## src/rtl/nibble_serial_adder.sv

```systemverilog
// nibble_serial_adder: drives an external 4-bit ripple-carry adder one nibble per slot.
// It chains the carry between slots and builds a 4*NIBBLES-bit add/subtract result.
// Each slot is held for WAIT_CYCLES extra cycles so the adder can settle before capture.
// Ports:
//   clk, rst            clock; synchronous active-high reset
//   start               request, sampled only when idle
//   sub, cin            0: A+B+cin, 1: A-B (cin ignored)
//   op_a, op_b          operands, latched when start is accepted
//   busy, done          busy from the cycle after acceptance through done; done is a 1-cycle pulse
//   sum, cout, ovf      result, unsigned carry/no-borrow, signed overflow; held until next start
//   cpa_a/b/cin         to the 4-bit adder (combinational from registers, zero when not running)
//   cpa_s/cout          from the 4-bit adder
module nibble_serial_adder #(
    parameter int unsigned NIBBLES     = 4,
    parameter int unsigned WAIT_CYCLES = 1
) (
    input  logic                 clk,
    input  logic                 rst,
    input  logic                 start,
    input  logic                 sub,
    input  logic                 cin,
    input  logic [4*NIBBLES-1:0] op_a,
    input  logic [4*NIBBLES-1:0] op_b,
    output logic                 busy,
    output logic                 done,
    output logic [4*NIBBLES-1:0] sum,
    output logic                 cout,
    output logic                 ovf,
    output logic [3:0]           cpa_a,
    output logic [3:0]           cpa_b,
    output logic                 cpa_cin,
    input  logic [3:0]           cpa_s,
    input  logic                 cpa_cout
);

    localparam int unsigned W     = 4 * NIBBLES;
    localparam int unsigned IDX_W = (NIBBLES > 1) ? $clog2(NIBBLES) : 1;
    localparam int unsigned CNT_W = (WAIT_CYCLES > 0) ? $clog2(WAIT_CYCLES + 1) : 1;

    typedef enum logic [1:0] {
        IDLE = 2'd0,
        RUN  = 2'd1,
        DONE = 2'd2
    } state_t;

    state_t             state;
    logic [W-1:0]       a_q;
    logic [W-1:0]       b_eff_q;   // B already inverted for subtraction
    logic [IDX_W-1:0]   idx;
    logic [CNT_W-1:0]   cnt;
    logic               carry;

    // Sequencer: accept, step through nibbles, pulse done
    always_ff @(posedge clk) begin
        if (rst) begin
            state   <= IDLE;
            a_q     <= '0;
            b_eff_q <= '0;
            idx     <= '0;
            cnt     <= '0;
            carry   <= 1'b0;
            busy    <= 1'b0;
            done    <= 1'b0;
            sum     <= '0;
            cout    <= 1'b0;
            ovf     <= 1'b0;
        end else begin
            done <= 1'b0;
            case (state)
                IDLE: begin
                    if (start) begin
                        a_q     <= op_a;
                        b_eff_q <= sub ? ~op_b : op_b;
                        carry   <= sub ? 1'b1 : cin;
                        sum     <= '0;
                        cout    <= 1'b0;
                        ovf     <= 1'b0;
                        idx     <= '0;
                        cnt     <= '0;
                        busy    <= 1'b1;
                        state   <= RUN;
                    end
                end
                RUN: begin
                    if (cnt != CNT_W'(WAIT_CYCLES)) begin
                        cnt <= cnt + CNT_W'(1);
                    end else begin
                        // Capture edge: adder inputs have been stable for the whole slot
                        for (int unsigned i = 0; i < NIBBLES; i++) begin
                            if (idx == IDX_W'(i)) begin
                                sum[4*i +: 4] <= cpa_s;
                            end
                        end
                        carry <= cpa_cout;
                        cnt   <= '0;
                        if (idx == IDX_W'(NIBBLES - 1)) begin
                            cout  <= cpa_cout;
                            // Same-sign operands producing a different-sign result
                            ovf   <= (a_q[W-1] == b_eff_q[W-1]) && (cpa_s[3] != a_q[W-1]);
                            done  <= 1'b1;
                            state <= DONE;
                        end else begin
                            idx <= idx + IDX_W'(1);
                        end
                    end
                end
                DONE: begin
                    busy  <= 1'b0;
                    state <= IDLE;
                end
                default: begin
                    busy  <= 1'b0;
                    state <= IDLE;
                end
            endcase
        end
    end

    // Adder inputs: selected nibble while running, zero otherwise
    always_comb begin
        cpa_a   = 4'd0;
        cpa_b   = 4'd0;
        cpa_cin = 1'b0;
        if (state == RUN) begin
            for (int unsigned i = 0; i < NIBBLES; i++) begin
                if (idx == IDX_W'(i)) begin
                    cpa_a = a_q[4*i +: 4];
                    cpa_b = b_eff_q[4*i +: 4];
                end
            end
            cpa_cin = carry;
        end
    end

endmodule

```

## config.mk

```make
export PLATFORM = sky130hd
export DESIGN_NAME = nibble_serial_adder
export DESIGN_NICKNAME = d
export VERILOG_FILES = /design/src/rtl/nibble_serial_adder.sv
export SDC_FILE = /design/constraint.sdc
export NUM_CORES = 1
export LEC_CHECK = 0
export ABC_AREA = 1
export CAP_MARGIN = 40
export CORE_MARGIN = 3
export CORE_UTILIZATION = 35
export CTS_BUF_LIST = sky130_fd_sc_hd__clkbuf_8 sky130_fd_sc_hd__clkbuf_16
export DETAILED_ROUTE_END_ITERATION = 7
export DONT_BUFFER_PORTS = 1
export SYNTH_ARGS = -nofsm -noshare
export SYNTH_HDL_FRONTEND = slang
export SYNTH_SLANG_ARGS = --single-unit
```

## constraint.sdc

```tcl
create_clock -name clk -period 2.2 [get_ports clk]
set_clock_uncertainty 0.15 [all_clocks]
set_input_delay 0.66 -clock clk [delete_from_list [all_inputs] [get_ports clk]]
set_output_delay 0.66 -clock clk [all_outputs]
set_load 0.005 [all_outputs]
```

==> metrics <==
Synth Flop Type=dfxtp_1; die height=95.3 um; sequential share of the synthesized area=41.6%; Reg clk slew, reported paths=approximately 0.070 ns; drt total wl=7.13 mm; pre-CTS setup slack=between 0.02 and 0.025 ns; Yosys Warn Count=0; Adder-Cell Fraction of Synth Area=1.79%; RSZ-0062 raised after global routing=true; EDFF count, synth=0; worst setup margin=-0.115 ns; Finish-stage setup viols=8; Worst Path Required=1.39 ns; critical path startpoint=idx[1]$_SDFFE_PP0P_; Starting Density=approximately 37%; sequential share of power=46.2%; Iteration-0 DRC Markers=between 150 and 200; Synth top area share=41.6%; CTS tree=done; Compound-Gate Fraction of Synth Area=a little over an eighth; most common cell in the netlist=nor2_1; crit-path leading delay family=flip-flops; flops & latches, synth=slightly below 60; async set-reset flop share out of synthesis=0%; Die X=about 95 um; crit-path cells=buf_6 > ha_4 > inv_4 > o211ai_1 > o21ai_1 > buf_4; distinct cell type count after synthesis=23; Max VDD drop=between 400 and 500 uV; initial antenna violation count=0; antenna cells=0; Worst Path Max Fanout=9; critical path launch point type=register; Worst-Margin Slew=approximately 0.46 ns; Clock Power Share=34.2%; reg2reg end=sum[6]$_SDFFE_PP0P_; CP endpoint=cpa_a[3]; TritonCTS Buffers=9; Port Buffers=0; Psw=~780 uW; # rows=31; failing checks=setup timing; Slew HR=between 60% and 70%; DP Area=2900 um^2; R2R cell count=10; Synth area leaders=dfxtp_1 42%, nor2_1 11%, nand2_1 9.3%; Min-Delay Path Class=in2reg; syn nets=437; first-pass GRT wire length=11.7 mm; vias in the first global route=roughly 2400; Sink Count=58; Max stage delay on crit path=roughly 0.37 ns; r2r startpoint=idx[1]$_SDFFE_PP0P_; drt wl/cell=14.1 um; HPWL Detailed=roughly 5.2 mm; H-tree depth=3; clk_lat worst skew=between 0.3 and 0.4 ns; f_max=around 0.43 GHz; cell taking the most area after synthesis=dfxtp_1; Layout Area Growth over Synthesis=17.1%; Max Cap Violations=0; combinational fraction of design power=between 10% and 20%; final worst-path cycle share=105%; post-synthesis mux area share=0%; Final Hold Viols=0; outcome=complete, but fails checks; clock root buffer=clkbuf_8; leakage power=around 1.4 nW; top cells by count, synth=84 x nor2_1, 69 x nand2_1, 58 x dfxtp_1; Final min period=~2.3 ns; Mapped Area=2790 um^2; post-synthesis xor/xnor area fraction=roughly 5.0%; crit path kind=reg2out; Critical Path AT=1.50 ns; DR vias=~2500; TNS Setup=-0.712 ns; total die area=~9100 um^2; number of cells on the critical path=6; Slowest-stage cell, CP=dfxtp_4; Avg Cell Area, Syn=slightly above 7 um^2; Nets=~450; Pwr Density=804 nW/um^2; Detail Route Antenna Nets=0; Int Power=around 1.8 mW; final core occ=a little over two fifths; placed cells=around 480; first drt pass iteration count=4; Synth Area in Simple Gates=30.4%; Fillers=a little under 800; cells after synthesis=391; main combinational cell family by area after synthesis=simple AND/OR/NAND/NOR gates; largest net degree at the start of global routing=29; crit end category=primary output; final cell count without fillers=just over 500; fin. max-slew vios=0; Routability Congestion=0.837; share of layout cells above drive strength 1=17.6%; GRT Overall Usage=about 17%; # IOs=71; grt ovf=0; Vias/cell=4.95; DRC Markers=0; Finished Cell Area=approximately 3300 um^2; Max Buffers Root-to-Sink=2; CORE AREA=between 7000 and 8000 um^2; Sw Ratio=between 20% and 30%; CP bufs+invs=3; R2R Setup Slk=0.28 ns
## routing by layer
layer / wire, um / GRT usage, % / up-vias
met2: 3210 / 26.5 / 75
met3: 602 / 6.55 / 13
li1: - / - / 1296
met5: 0 / 0 / -
met4: 142 / 7.21 / 0
met1: 3180 / 20.7 / 1127
## power groups by stage
| stage | logic, mW | clock network [mW] | registers, mW |
|---|---|---|---|
| after floorplan | 0.374 | 0 | 1.21 |
| after global placement | 0.431 | 0 | 1.23 |
| after detailed placement | 0.446 | 0 | 1.23 |
| after CTS | 0.497 | 0.919 | 1.22 |
| after global routing | 0.594 | 0.972 | 1.23 |
| final | 0.516 | 0.898 | 1.21 |
## what timing repair did
item / 4_1_cts / 5_1_grt
buffers inserted: 3 / 4
endpoints found under the hold margin: 0 / 0
endpoints found under the setup margin: 8 / 8
pin swaps: 15 / 7
cloned: 0 / 0
resized for setup: 37 / 4
hold buffers: 0 / 0
## per-stage QoR
stage                     hold slack [ns]  total power [mW]
final                               0.231              2.63
after global placement              0.291              1.66
after detailed placement            0.298              1.68
after floorplan                     0.275              1.59
after global routing                0.215              2.79
after CTS                           0.218              2.63
## state kept, by name, summed over array words and instances, names as in the netlist
register / cells
done: 1
busy: 1
cnt: 1
state: 2
ovf: 1
b_eff_q: 16
sum: 16
idx: 2
cout: 1
a_q: 16
carry: 1
## cell type report
type / count / area, um^2 / area share (%)
tap: 99 / 124 / 3.79
inverter: 26 / 110 / 3.37
clock inverter: 4 / 17.5 / 0.536
multi-input combinational: 286 / 1500 / 45.9
clock buffer: 12 / 165 / 5.05
timing repair buffer: 22 / 184 / 5.63
sequential: 58 / 1170 / 35.8
## cell usage in the layout, fill, tap and decap left out, drive strengths merged
cell type	n
xor2	16
inv	28
ha	4
nor3	2
o21ai	29
clkbuf	12
clkinv	2
a21oi	31
nand4	16
dfxtp	58
nand2	72
buf	22
nor2	89
o211ai	8
nand3	19
## logic make-up (layout without fill, tap and decap cells)
family                     Yosys count  in the layout
AOI/OAI and AO/OA                   68             68
xor gates and xnor gates            16             16
DFF                                 58             58
buffers and inverters               47             64
and+or+nand+nor                    198            198
adders and majority gates            4              4
## how the worst min path moves through the flow
stage                              from                  endpoint  slack [ns]  cells past startpoint
2_1_floorplan  b_eff_q[12]$_SDFFE_PP0P_  b_eff_q[12]$_SDFFE_PP0P_        0.27                      2
3_3_place_gp   b_eff_q[12]$_SDFFE_PP0P_  b_eff_q[12]$_SDFFE_PP0P_        0.29                      2
3_5_place_dp   b_eff_q[14]$_SDFFE_PP0P_  b_eff_q[14]$_SDFFE_PP0P_        0.30                      2
4_1_cts                             rst   b_eff_q[9]$_SDFFE_PP0P_        0.22                      1
5_1_grt                             rst   b_eff_q[5]$_SDFFE_PP0P_        0.21                      1
6_report                            rst   b_eff_q[9]$_SDFFE_PP0P_        0.23                      1
(Power assumes the default switching activity.)
==> patch 1, RTL diff (same settings) <==
`NIBBLES`: 4 -> 16. Comments in the files are not updated.
--- a/src/rtl/nibble_serial_adder.sv
+++ b/src/rtl/nibble_serial_adder.sv
@@ -13,3 +13,3 @@
 module nibble_serial_adder #(
-    parameter int unsigned NIBBLES     = 4,
+    parameter int unsigned NIBBLES     = 16,
     parameter int unsigned WAIT_CYCLES = 1
Interface: changed (resized op_a, op_b and sum); port bits go from 71 to 215. The function was not compared with the original's and may differ.
==> patch 1 against the unedited design <==
The flow still finishes with violations (setup timing); count of clock-buffer cells in the layout rose by 20; routed wire length rose to 4.0 times the old value; sequential share of layout area rose by 0.74 points; sequential power rose to 3.5 times the old value; total power rose to 3.6 times the old value; final cell count rose to 3.3 times the old value; register-to-register slack got worse by 0.43 ns; synthesized cell count rose to 3.3 times the old value; sequential cell count rose by 146; setup slack got worse by 0.95 ns; area after synthesis rose to 3.3 times the old value; global-route usage rose by 2.3 points; design area rose to 3.4 times the old value; highest routed layer unchanged.
==> patch 1: results (changes against the unedited design) <==
* Largest net degree at the start of global routing at 66 (was 29)
* DR vias/cell at 4.96 (was 4.95)
* Number of fill cells in the layout at 2623 (was 778)
* Outcome: finished with violations (unchanged)
* Clock network latency to the later pin of the worst-skew pair at 0.51 ns (was 0.34 ns)
* Wire length of the first global-routing pass at 44.5 mm (was 11.7 mm)
* Post-layout net count at 1461 (was 449)
* All-Layer GR Usage at 19.2% (was 16.9%)
* Leakage power at 4.61 nW (was 1.43 nW)
* Setup Total Neg Slack at -9.42 ns (was -0.712 ns)
* Proportion of synthesized chip area in sequential cells at 44.2% (was 41.6%)
* Non-filler instance count after layout at 1667 (was 507)
* Violated checks: setup timing (unchanged)
* Setup ws final at -1.07 ns (was -0.115 ns)
* Final Setup Violations at 17 (was 8)
* Global placement routability congestion at 0.833 (was 0.837)
* Layout cell share with drive strength beyond 1 at 17.7% (was 17.6%)
* Buffer cell driving the clock tree root: sky130_fd_sc_hd__clkbuf_16 (was sky130_fd_sc_hd__clkbuf_8)
* Max Root-Sink Buffers at 3 (was 2)
* Relative max-transition margin at 70.0% (was 69.1%)
* HPWL after detailed placement at 20.3 mm (was 5.19 mm)
* Dominant cells by area after synthesis: sky130_fd_sc_hd__dfxtp_1 (44%), sky130_fd_sc_hd__nand2_1 (10%), sky130_fd_sc_hd__o21ai_0 (8.2%), sky130_fd_sc_hd__nor2_1 (6.9%), sky130_fd_sc_hd__xnor2_1 (6.1%) (was sky130_fd_sc_hd__dfxtp_1 (42%), sky130_fd_sc_hd__nor2_1 (11%), sky130_fd_sc_hd__nand2_1 (9.3%), sky130_fd_sc_hd__a21oi_1 (5.4%), sky130_fd_sc_hd__o21ai_0 (5.2%))
* Average wire per standard cell at 17.0 um (was 14.1 um)
* H-tree lvl count at 1 (was 3)
* Post-synth top cells: sky130_fd_sc_hd__nand2_1 (251), sky130_fd_sc_hd__dfxtp_1 (204), sky130_fd_sc_hd__nor2_1 (171), sky130_fd_sc_hd__o21ai_0 (152), sky130_fd_sc_hd__inv_1 (99) (was sky130_fd_sc_hd__nor2_1 (84), sky130_fd_sc_hd__nand2_1 (69), sky130_fd_sc_hd__dfxtp_1 (58), sky130_fd_sc_hd__a21oi_1 (30), sky130_fd_sc_hd__o21ai_0 (29))
==> patch 1: area by class of cell <==
class                           instances  share of cell area, %
Clock buffer                           32                   6.53
Clock inverter                         12                  0.969
Inverter                              114                   4.31
Multi-Input combinational cell        891                   41.2
Sequential cell                       204                   36.5
Tap cell                              330                   3.68
Timing Repair Buffer                   84                   6.84
==> patch 1: cells by family (layout without fill, tap and decap cells) <==
| family | count (synthesis) | after routing | synth area share [%] |
|---|---|---|---|
| adders and majority gates | 4 | 4 | 0.541 |
| buffers and inverters | 181 | 242 | 8.51 |
| and+or+nand+nor | 529 | 530 | 24.1 |
| AOI/OAI and AO/OA | 293 | 293 | 16.6 |
| xor gates and xnor gates | 64 | 64 | 6.06 |
| DFF | 204 | 204 | 44.2 |
==> patch 1: report_power, final <==
group / internal [mW] / total (mW) / switching, mW
registers: 4.00 / 4.19 / 0.188
clock network: 2.56 / 4.14 / 1.58
logic: 0.480 / 1.23 / 0.753
==> patch 1: path summary, 6_finish.rpt <==
path                                        endpoint  slack (ns)                 start  cells past startpoint
worst min-delay path            sum[22]$_SDFFE_PP0P_        0.06                   rst                      1
worst max register to register  sum[60]$_SDFFE_PP0P_       -0.15   idx[1]$_SDFFE_PP0P_                     14
worst max-delay path                        cpa_b[2]       -1.07   idx[1]$_SDFFE_PP0P_                     20
worst min register to register  sum[53]$_SDFFE_PP0P_        0.32  sum[53]$_SDFFE_PP0P_                      2
==> patch 1: timing repair <==
action	4_1_cts	5_1_grt
cloned	1	1
endpoints found under the setup margin	30	57
setup buffers	4	2
pin swaps	13	33
resized for setup	26	54
==> patch 1: per-layer routing <==
metal	track usage [%]	up-vias	routed length [um]
met4	5.30	0	709
li1	-	4201	-
met2	31.8	229	13300
met1	25.1	3795	12300
met5	0	-	0
met3	4.86	48	1980
==> patch 2, RTL diff (same flow settings) <==
Made on the original files. Re-encode `state_t` (3 states) as one-hot, 3 bits wide.
--- a/src/rtl/nibble_serial_adder.sv
+++ b/src/rtl/nibble_serial_adder.sv
@@ -39,6 +39,6 @@
 
-    typedef enum logic [1:0] {
-        IDLE = 2'd0,
-        RUN  = 2'd1,
-        DONE = 2'd2
+    typedef enum logic [2:0] {
+        IDLE = 3'b001,
+        RUN  = 3'b010,
+        DONE = 3'b100
     } state_t;
Formal check against the unedited RTL: same outputs for any inputs over 10 cycles, from zero or initial values and one cycle with rst high; not proved beyond that.
==> patch 2 against the unedited design <==
The run still ends with setup timing left; hold slack about the same; die area increased by 2.1%; sequential cell count up 1; via count is 7.2% lower; area after synthesis rose by 2.2%; synthesized cell count decreased by 6.6%; core utilization shrank 1.4 points; routed wire length fell by 3.3%; setup slack worse by 0.0061 ns; total power increased by 16%; final cell count decreased by 6.1%; design area rose by 1.0%; fmax is 0.26% lower; critical path type unchanged.
==> patch 2: results (changes against the unedited design) <==
* Wire length of the first global-routing pass at 11.6 mm (was 11.7 mm)
* Setup Total Neg Slack at -0.739 ns (was -0.712 ns)
* Hold Worst Slack at 0.231 ns (about the same)
* Setup ws final at -0.121 ns (was -0.115 ns)
* Non-clock inverters at 30 (was 26)
* Mean cell area of the mapped netlist at 7.82 um^2 (was 7.14 um^2)
* Proportion of synthesized chip area in sequential cells at 41.4% (was 41.6%)
* Routed via count at 2329 (was 2511)
* Net switching power of the design at 777 uW (was 784 uW)
* M1 GR Usage at 18.3% (was 20.7%)
* Largest fanout of any net on the critical path at 17 (was 9)
* Flip-flop and latch count after synthesis at 59 (was 58)
* Area of the multi-input gates at 1500 um^2 (about the same)
* Xor and xnor area share after synthesis at 4.91% (was 5.02%)
* Number of fill cells in the layout at 814 (was 778)
* Critical path endpoint: cpa_b[2] (was cpa_a[3])
* Path depth of the worst reg2reg path at 6 (was 10)
* Slew @ Worst Pin at 0.436 ns (was 0.463 ns)
* Post-synth top cells: sky130_fd_sc_hd__nor2_1 (72), sky130_fd_sc_hd__dfxtp_1 (59), sky130_fd_sc_hd__nand2_1 (49), sky130_fd_sc_hd__o21ai_0 (37), sky130_fd_sc_hd__inv_1 (23) (was sky130_fd_sc_hd__nor2_1 (84), sky130_fd_sc_hd__nand2_1 (69), sky130_fd_sc_hd__dfxtp_1 (58), sky130_fd_sc_hd__a21oi_1 (30), sky130_fd_sc_hd__o21ai_0 (29))
* Layout cell share with drive strength beyond 1 at 19.5% (was 17.6%)
* Buffers, non-clock at 12 (was 22)
* Share of the synthesized area in compound gates (AO/OA/AOI/OAI) at 19.4% (was 13.0%)
* Final Setup Violations at 8 (unchanged)
* Overall Power at 3.04 mW (was 2.63 mW)
* Layout clock buffer count at 11 (was 12)
* Met3 layer usage reported by global route at 7.11% (was 6.55%)
* Number of global-route vias before repair at 2414 (was 2449)
* Register-to-Register Setup Slack at 0.46 ns (was 0.28 ns)
* All-Layer GR Usage at 16.3% (was 16.9%)
* Outcome: finished with violations (unchanged)
* Fraction of standard cell area in multi-input logic at 45.6% (was 45.9%)
* HPWL after detailed placement at 4.86 mm (was 5.19 mm)
* R2R Path Start: state[1]$_SDFFE_PP0P_ (was idx[1]$_SDFFE_PP0P_)
* Worst r2r dst: a_q[15]$_SDFFE_PP0P_ (was sum[6]$_SDFFE_PP0P_)
* Total instance count after detailed placement at 457 (was 484)
* Standard cell area after detailed placement at 2940 um^2 (was 2900 um^2)
* Violated checks: setup timing (unchanged)
* Routed Wire Length at 6.90 mm (was 7.13 mm)
* Largest net degree at the start of global routing at 32 (was 29)
* Sequential cell fraction of total power at 41.1% (was 46.2%)
* Multi-In Gates at 257 (was 286)
* Maximum vdd ir drop at 0.423 mV (was 0.417 mV)
[patch 2: cell types whose count changed after synthesis, moves of 8 or more]
cell | before | now
sky130_fd_sc_hd__a21oi_1 | 30 | 22
sky130_fd_sc_hd__nand2_1 | 69 | 49
sky130_fd_sc_hd__nand4_1 | 16 | 0
sky130_fd_sc_hd__o21ai_0 | 29 | 37
sky130_fd_sc_hd__nor2_1 | 84 | 72
sky130_fd_sc_hd__nand3_1 | 16 | 5
sky130_fd_sc_hd__xor2_1 | 16 | 4
sky130_fd_sc_hd__xnor2_1 | 0 | 12
sky130_fd_sc_hd__a211oi_2 | 0 | 9
[patch 2: kinds of logic after synthesis]
group                      count (synthesis)
buffers and inverters                     49
and+or+nand+nor                          149
xor gates and xnor gates                  16
AOI/OAI and AO/OA                         88
adders and majority gates                  4
DFF                                       59
[patch 2: what timing repair did]
item,CTS,global route
pin swaps,5,3
buffers inserted,3,0
gates resized for setup,27,5
endpoints found under the setup margin,9,9
gates cloned,0,0
